$ cat src/rtl/rst_seq.sv
// Reset sequencer: holds all channels in reset, then releases them one at a time in index order.
// Define RST_SEQ_ACK_EN to wait for each released channel's acknowledge (with timeout) before the next release.
module rst_seq #(
    parameter int N_CH        = 2,
    parameter int HOLD_CYCLES = 16,
    parameter int GAP_CYCLES  = 4,
    parameter int ACK_TIMEOUT = 1024
) (
    input  logic            clk,
    input  logic            rst_n,
    input  logic            rst_req,
    output logic [N_CH-1:0] ch_rst,
    output logic            busy,
    output logic            rst_done
`ifdef RST_SEQ_ACK_EN
    ,
    input  logic [N_CH-1:0] ch_ack,
    output logic [N_CH-1:0] ack_err
`endif
);

    localparam int MAX_HG  = (HOLD_CYCLES > GAP_CYCLES) ? HOLD_CYCLES : GAP_CYCLES;
    localparam int MAX_ALL = (MAX_HG > ACK_TIMEOUT) ? MAX_HG : ACK_TIMEOUT;
    localparam int CW      = ($clog2(MAX_ALL + 1) > 1) ? $clog2(MAX_ALL + 1) : 1;
    localparam int IW      = (N_CH > 1) ? $clog2(N_CH) : 1;

    localparam logic [CW-1:0] HOLD_LAST = CW'(HOLD_CYCLES - 1);
    localparam logic [CW-1:0] GAP_LAST  = (GAP_CYCLES > 0) ? CW'(GAP_CYCLES - 1) : '0;
    localparam logic [IW-1:0] IDX_LAST  = IW'(N_CH - 1);

    typedef enum logic [2:0] {
        HOLD,
        GAP,
        RELEASE,
`ifdef RST_SEQ_ACK_EN
        WAIT_ACK,
`endif
        IDLE
    } state_t;

    // Where to go after a channel is released that is not the last one
`ifdef RST_SEQ_ACK_EN
    localparam state_t AFTER_REL = WAIT_ACK;
`else
    localparam state_t AFTER_REL = (GAP_CYCLES == 0) ? RELEASE : GAP;
`endif
    localparam state_t TO_GAP = (GAP_CYCLES == 0) ? RELEASE : GAP;

    state_t          state_reg, state_next;
    logic [CW-1:0]   cnt_reg, cnt_next;
    logic [IW-1:0]   idx_reg, idx_next;
    logic [N_CH-1:0] ch_rst_reg, ch_rst_next;
    logic            busy_reg, busy_next;
    logic            done_reg, done_next;
    // Set by rst_n so the first edge after release behaves like a sampled rst_req
    logic            start_reg;
`ifdef RST_SEQ_ACK_EN
    logic [N_CH-1:0] ack_err_reg, ack_err_next;
    logic [IW-1:0]   ack_idx;
    assign ack_idx = idx_reg - IW'(1);
`endif

    always_ff @(posedge clk or negedge rst_n) begin
        if (!rst_n) begin
            state_reg   <= HOLD;
            cnt_reg     <= '0;
            idx_reg     <= '0;
            ch_rst_reg  <= '1;
            busy_reg    <= 1'b1;
            done_reg    <= 1'b0;
            start_reg   <= 1'b1;
`ifdef RST_SEQ_ACK_EN
            ack_err_reg <= '0;
`endif
        end else begin
            state_reg   <= state_next;
            cnt_reg     <= cnt_next;
            idx_reg     <= idx_next;
            ch_rst_reg  <= ch_rst_next;
            busy_reg    <= busy_next;
            done_reg    <= done_next;
            start_reg   <= 1'b0;
`ifdef RST_SEQ_ACK_EN
            ack_err_reg <= ack_err_next;
`endif
        end
    end

    always_comb begin
        state_next   = state_reg;
        cnt_next     = cnt_reg;
        idx_next     = idx_reg;
        ch_rst_next  = ch_rst_reg;
        done_next    = done_reg;
`ifdef RST_SEQ_ACK_EN
        ack_err_next = ack_err_reg;
`endif
        if (rst_req || start_reg) begin
            state_next   = HOLD;
            cnt_next     = '0;
            idx_next     = '0;
            ch_rst_next  = '1;
            done_next    = 1'b0;
`ifdef RST_SEQ_ACK_EN
            ack_err_next = '0;
`endif
        end else begin
            case (state_reg)
                HOLD: begin
                    if (cnt_reg == HOLD_LAST) begin
                        ch_rst_next[0] = 1'b0;
                        cnt_next       = '0;
                        idx_next       = IW'(1);
                        state_next     = (N_CH == 1) ? IDLE : AFTER_REL;
                    end else begin
                        cnt_next = cnt_reg + CW'(1);
                    end
                end
                GAP: begin
                    if (cnt_reg == GAP_LAST) begin
                        cnt_next   = '0;
                        state_next = RELEASE;
                    end else begin
                        cnt_next = cnt_reg + CW'(1);
                    end
                end
                RELEASE: begin
                    ch_rst_next[idx_reg] = 1'b0;
                    cnt_next             = '0;
                    if (idx_reg == IDX_LAST) begin
                        state_next = IDLE;
                    end else begin
                        idx_next   = idx_reg + IW'(1);
                        state_next = AFTER_REL;
                    end
                end
`ifdef RST_SEQ_ACK_EN
                WAIT_ACK: begin
                    if (ch_ack[ack_idx]) begin
                        cnt_next   = '0;
                        state_next = TO_GAP;
                    end else if (cnt_reg == CW'(ACK_TIMEOUT - 1)) begin
                        ack_err_next[ack_idx] = 1'b1;
                        cnt_next              = '0;
                        state_next            = TO_GAP;
                    end else begin
                        cnt_next = cnt_reg + CW'(1);
                    end
                end
`endif
                IDLE: begin
                    done_next = 1'b1;
                end
                default: begin
                    state_next = HOLD;
                    cnt_next   = '0;
                end
            endcase
        end
        busy_next = !done_next;
    end

    assign ch_rst   = ch_rst_reg;
    assign busy     = busy_reg;
    assign rst_done = done_reg;
`ifdef RST_SEQ_ACK_EN
    assign ack_err  = ack_err_reg;
`endif

endmodule

$ cat config.mk
export PLATFORM = sky130hd
export DESIGN_NAME = rst_seq
export DESIGN_NICKNAME = d
export VERILOG_FILES = /design/src/rtl/rst_seq.sv
export SDC_FILE = /design/constraint.sdc
export NUM_CORES = 1
export LEC_CHECK = 0
export CAP_MARGIN = 20
export CORE_UTILIZATION = 56
export CTS_BUF_LIST = sky130_fd_sc_hd__clkbuf_8 sky130_fd_sc_hd__clkbuf_16
export DETAILED_ROUTE_END_ITERATION = 7
export PLACE_DENSITY = 0.73
export SLEW_MARGIN = 20
export SYNTH_ARGS = -nofsm -noshare
export SYNTH_HDL_FRONTEND = slang
export SYNTH_SLANG_ARGS = --single-unit
$ cat constraint.sdc
create_clock -name clk -period 1.6 [get_ports clk]
set_input_delay 0.24 -clock clk [delete_from_list [all_inputs] [get_ports clk]]
set_output_delay 0.24 -clock clk [all_outputs]
set_load 0.02 [all_outputs]
==> summary.md <==
| Metric | Value |
|---|---|
| # diodes | 0 |
| Tcrit/Tclk final | 0.933 |
| Crit start category | register |
| Final setup vio count | 0 |
| Setup bufs post-CTS | 0 |
| Final Instance Area | between 0.001 and 0.0015 mm2 |
| Area of the mapped netlist | ~1000 um2 |
| Reg2reg setup slack | between 0.1 and 0.15 ns |
| Leading area contributor after synthesis | dfrtp_1 |
| Syn Nets | around 110 |
| Root Buffer Master | clkbuf_8 |
| Final HPWL DP | between 1.5 and 2 mm |
| Area of placed instances | 0.00114 mm2 |
| Clk pwr share | 0.375 |
| Row Count | 14 |
| Vias | 912 |
| Flops & latches, synth | 19 |
| Die span in x | ~44 um |
| Reg2reg end | cnt_reg[8] |
| Sequential fraction of the synthesis area | 0.482 |
| Slew Limit Fails | 0 |
| Clock tree buffer depth | 2 |
| Pre-Repair DR Iteration Count | 4 |
| Tot GR Track Use | 0.275 |
| Yosys cell types | 37 |
| IO Count | 7 |
| NetSw | between 0.15 and 0.2 mW |
| Yosys warnings | 0 |
| Sequential share of power | 0.569 |
| Port Buffers | 6 |
| Sw frac | 0.213 |
| Most common cell after layout, fill and taps aside | nand2_1 |
| Synthesized instance count | 109 |
| Worst r2r src | cnt_reg[1] |
| Post-synth EDFFs | 0 |
| # hold bufs at CTS | 0 |
| DR iter-0 viols | 33 |
| Most frequent cells in the layout | 18 x nand2_1, 15 x dfrtp_1, 12 x buf_4 |
| Initial core utilization | 0.632 |
| Clock sink total | 19 |
| Asr flop ratio synth | 1.00 |
| Leak Pwr | between 0.5 and 0.6 nW |
| Internal | 0.675 mW |
| Average size of a mapped cell | 9.14 um2 |
| Routed Wire Length | approximately 2.3 mm |
| Htree depth | 1 |
| NumNets Final | approximately 130 |
| FF-to-FF path depth | 5 |
| Die area | between 0.0015 and 0.002 mm2 |
| Routed WL per cell | between 15 and 20 um |
| Setup crit end kind | register |
| Clock slew at reported path FFs | about 0.070 ns |
| Die Y-Extent | around 44 um |
| First-pass GRT wire length | ~3.9 mm |
| Fraction of post-synthesis cell area in the top cell type by area | 0.377 |
| Final setup margin | roughly 0.11 ns |
| Layout cells sized above 1 | 0.214 |
| CTS Buf Count | 3 |
| PwrDens | approximately 710 mW/mm2 |
| Max-Cap Viols | 0 |
| Residual DRC count | 0 |
| Comb pwr share | 0.055 |
| Final Skew | about 0.0018 ns |
| Pre-CTS setup slack | -0.136 ns |
| RSZ-0062 raised after global routing | no |
| Largest net degree at the start of global routing | 20 |
| Hold Path Class | input pin to asynchronous set/reset pin |
| Outcome | completed |
| Via density | around 6.4 |
| CTS tree | done |
| Core ar. | roughly 0.0016 mm2 |
| Maximum VDD drop | slightly below 0.6 mV |
| Area growth syn-to-layout | 21.7% |
| Antenna violations before repair | 0 |
| Number of global-route vias before repair | 848 |
| Routability cong. | ~0.8 |
| Final Hold Vio Count | 0 |
| Required time worst endpoint | ~1.8 ns |
| Clk_lat worst skew | 0.25 ns |
| Ys flop type | dfrtp_1 |
| Max reg flops | 11 |
| Final min period | 1.49 ns |
| Top cells by area, synth | dfrtp_1 38%, dfstp_2 11%, nand2_1 6.8% |
| Worst-path maximum fanout | 7 |
| Fmax | ~670 MHz |
| Crit Path Class | register to register |
| DRT antenna net count | 0 |
| Crit path DAT | roughly 1.7 ns |
| Total gr overflow | 0 |
-- final cells by class --
class	count	area (um2)
sequential	19	480
tap	16	20.0
clock inverter	1	3.75
timing repair buffer	18	146
fill	116	364
clock buffer	3	41.3
inverter	3	11.3
multi-input combinational	82	509
-- cell usage after synthesis, types with 2 or more instances --
cell type	count
a21oi_1	3
a221oi_1	2
clkbuf_1	3
dfrtp_1	15
dfstp_2	4
inv_1	3
nand2_1	18
nand3_1	10
nand3b_1	2
nand4_1	3
nor2_1	5
nor3_1	6
nor4_1	2
o21ai_0	7
or2_0	2
or3_1	2
xnor2_1	2
-- cells by family after synthesis --
family	after synthesis	synth area share
adders and majority gates	1	0.0126
xor gates and xnor gates	2	0.0176
other	1	0.00377
buffers and inverters	8	0.0327
AOI/OAI and AO/OA	19	0.136
DFF	19	0.482
and+or+nand+nor	59	0.315
-- metrics by stage --
step / hold WS [ns] / setup TNS (ns) / util / instances / total power, mW
3_3_place_gp: 0.422 / -0.321 / 0.726 / 138 / 0.540
5_1_grt: 0.352 / 0 / 0.769 / 142 / 0.890
6_report: 0.319 / 0 / 0.769 / 142 / 0.858
3_5_place_dp: 0.445 / -0.599 / 0.726 / 138 / 0.541
4_1_cts: 0.323 / 0 / 0.752 / 142 / 0.864
2_1_floorplan: -0.0556 / 0 / - / 109 / 0.512
-- power groups by stage --
stage	clock (mW)	sequential (mW)	combinational, mW
floorplan	0	0.497	0.0141
global placement	0	0.496	0.0441
detailed placement	0	0.497	0.0449
CTS	0.331	0.488	0.0457
global route	0.348	0.489	0.0533
finish	0.322	0.489	0.0476
-- routing by layer --
layer  vias up  wire (um)  GRT usage
met2        40       1150      0.435
met4         0         41     0.0727
met5         -          0          0
met3         6        129     0.0490
li1        429          -          -
met1       437       1010      0.391
-- critical path, stage by stage, from the launching register on --
cell and delay (ns):
dfrtp_1 0.39, ha_2 0.28, nand4_1 0.14, or2_0 0.24, or3_1 0.31, nand3_1 0.07
-- how the worst max path moves through the flow --
stage | startpoint | to | slack [ns]
after global placement | rst_req | cnt_reg[5] | -0.08
after global routing | cnt_reg[1] | cnt_reg[8] | 0.0004
final | cnt_reg[1] | cnt_reg[8] | 0.11
after floorplan | cnt_reg[0] | cnt_reg[8] | 0.18
after detailed placement | rst_req | cnt_reg[9] | -0.14
after CTS | cnt_reg[1] | cnt_reg[8] | 0.09
-- what timing repair did --
action | in CTS | in global routing
gates resized for setup | 3 | 5
setup endpoints to repair | 3 | 4
pin swaps | 0 | 1
(Power assumes the default switching activity.)
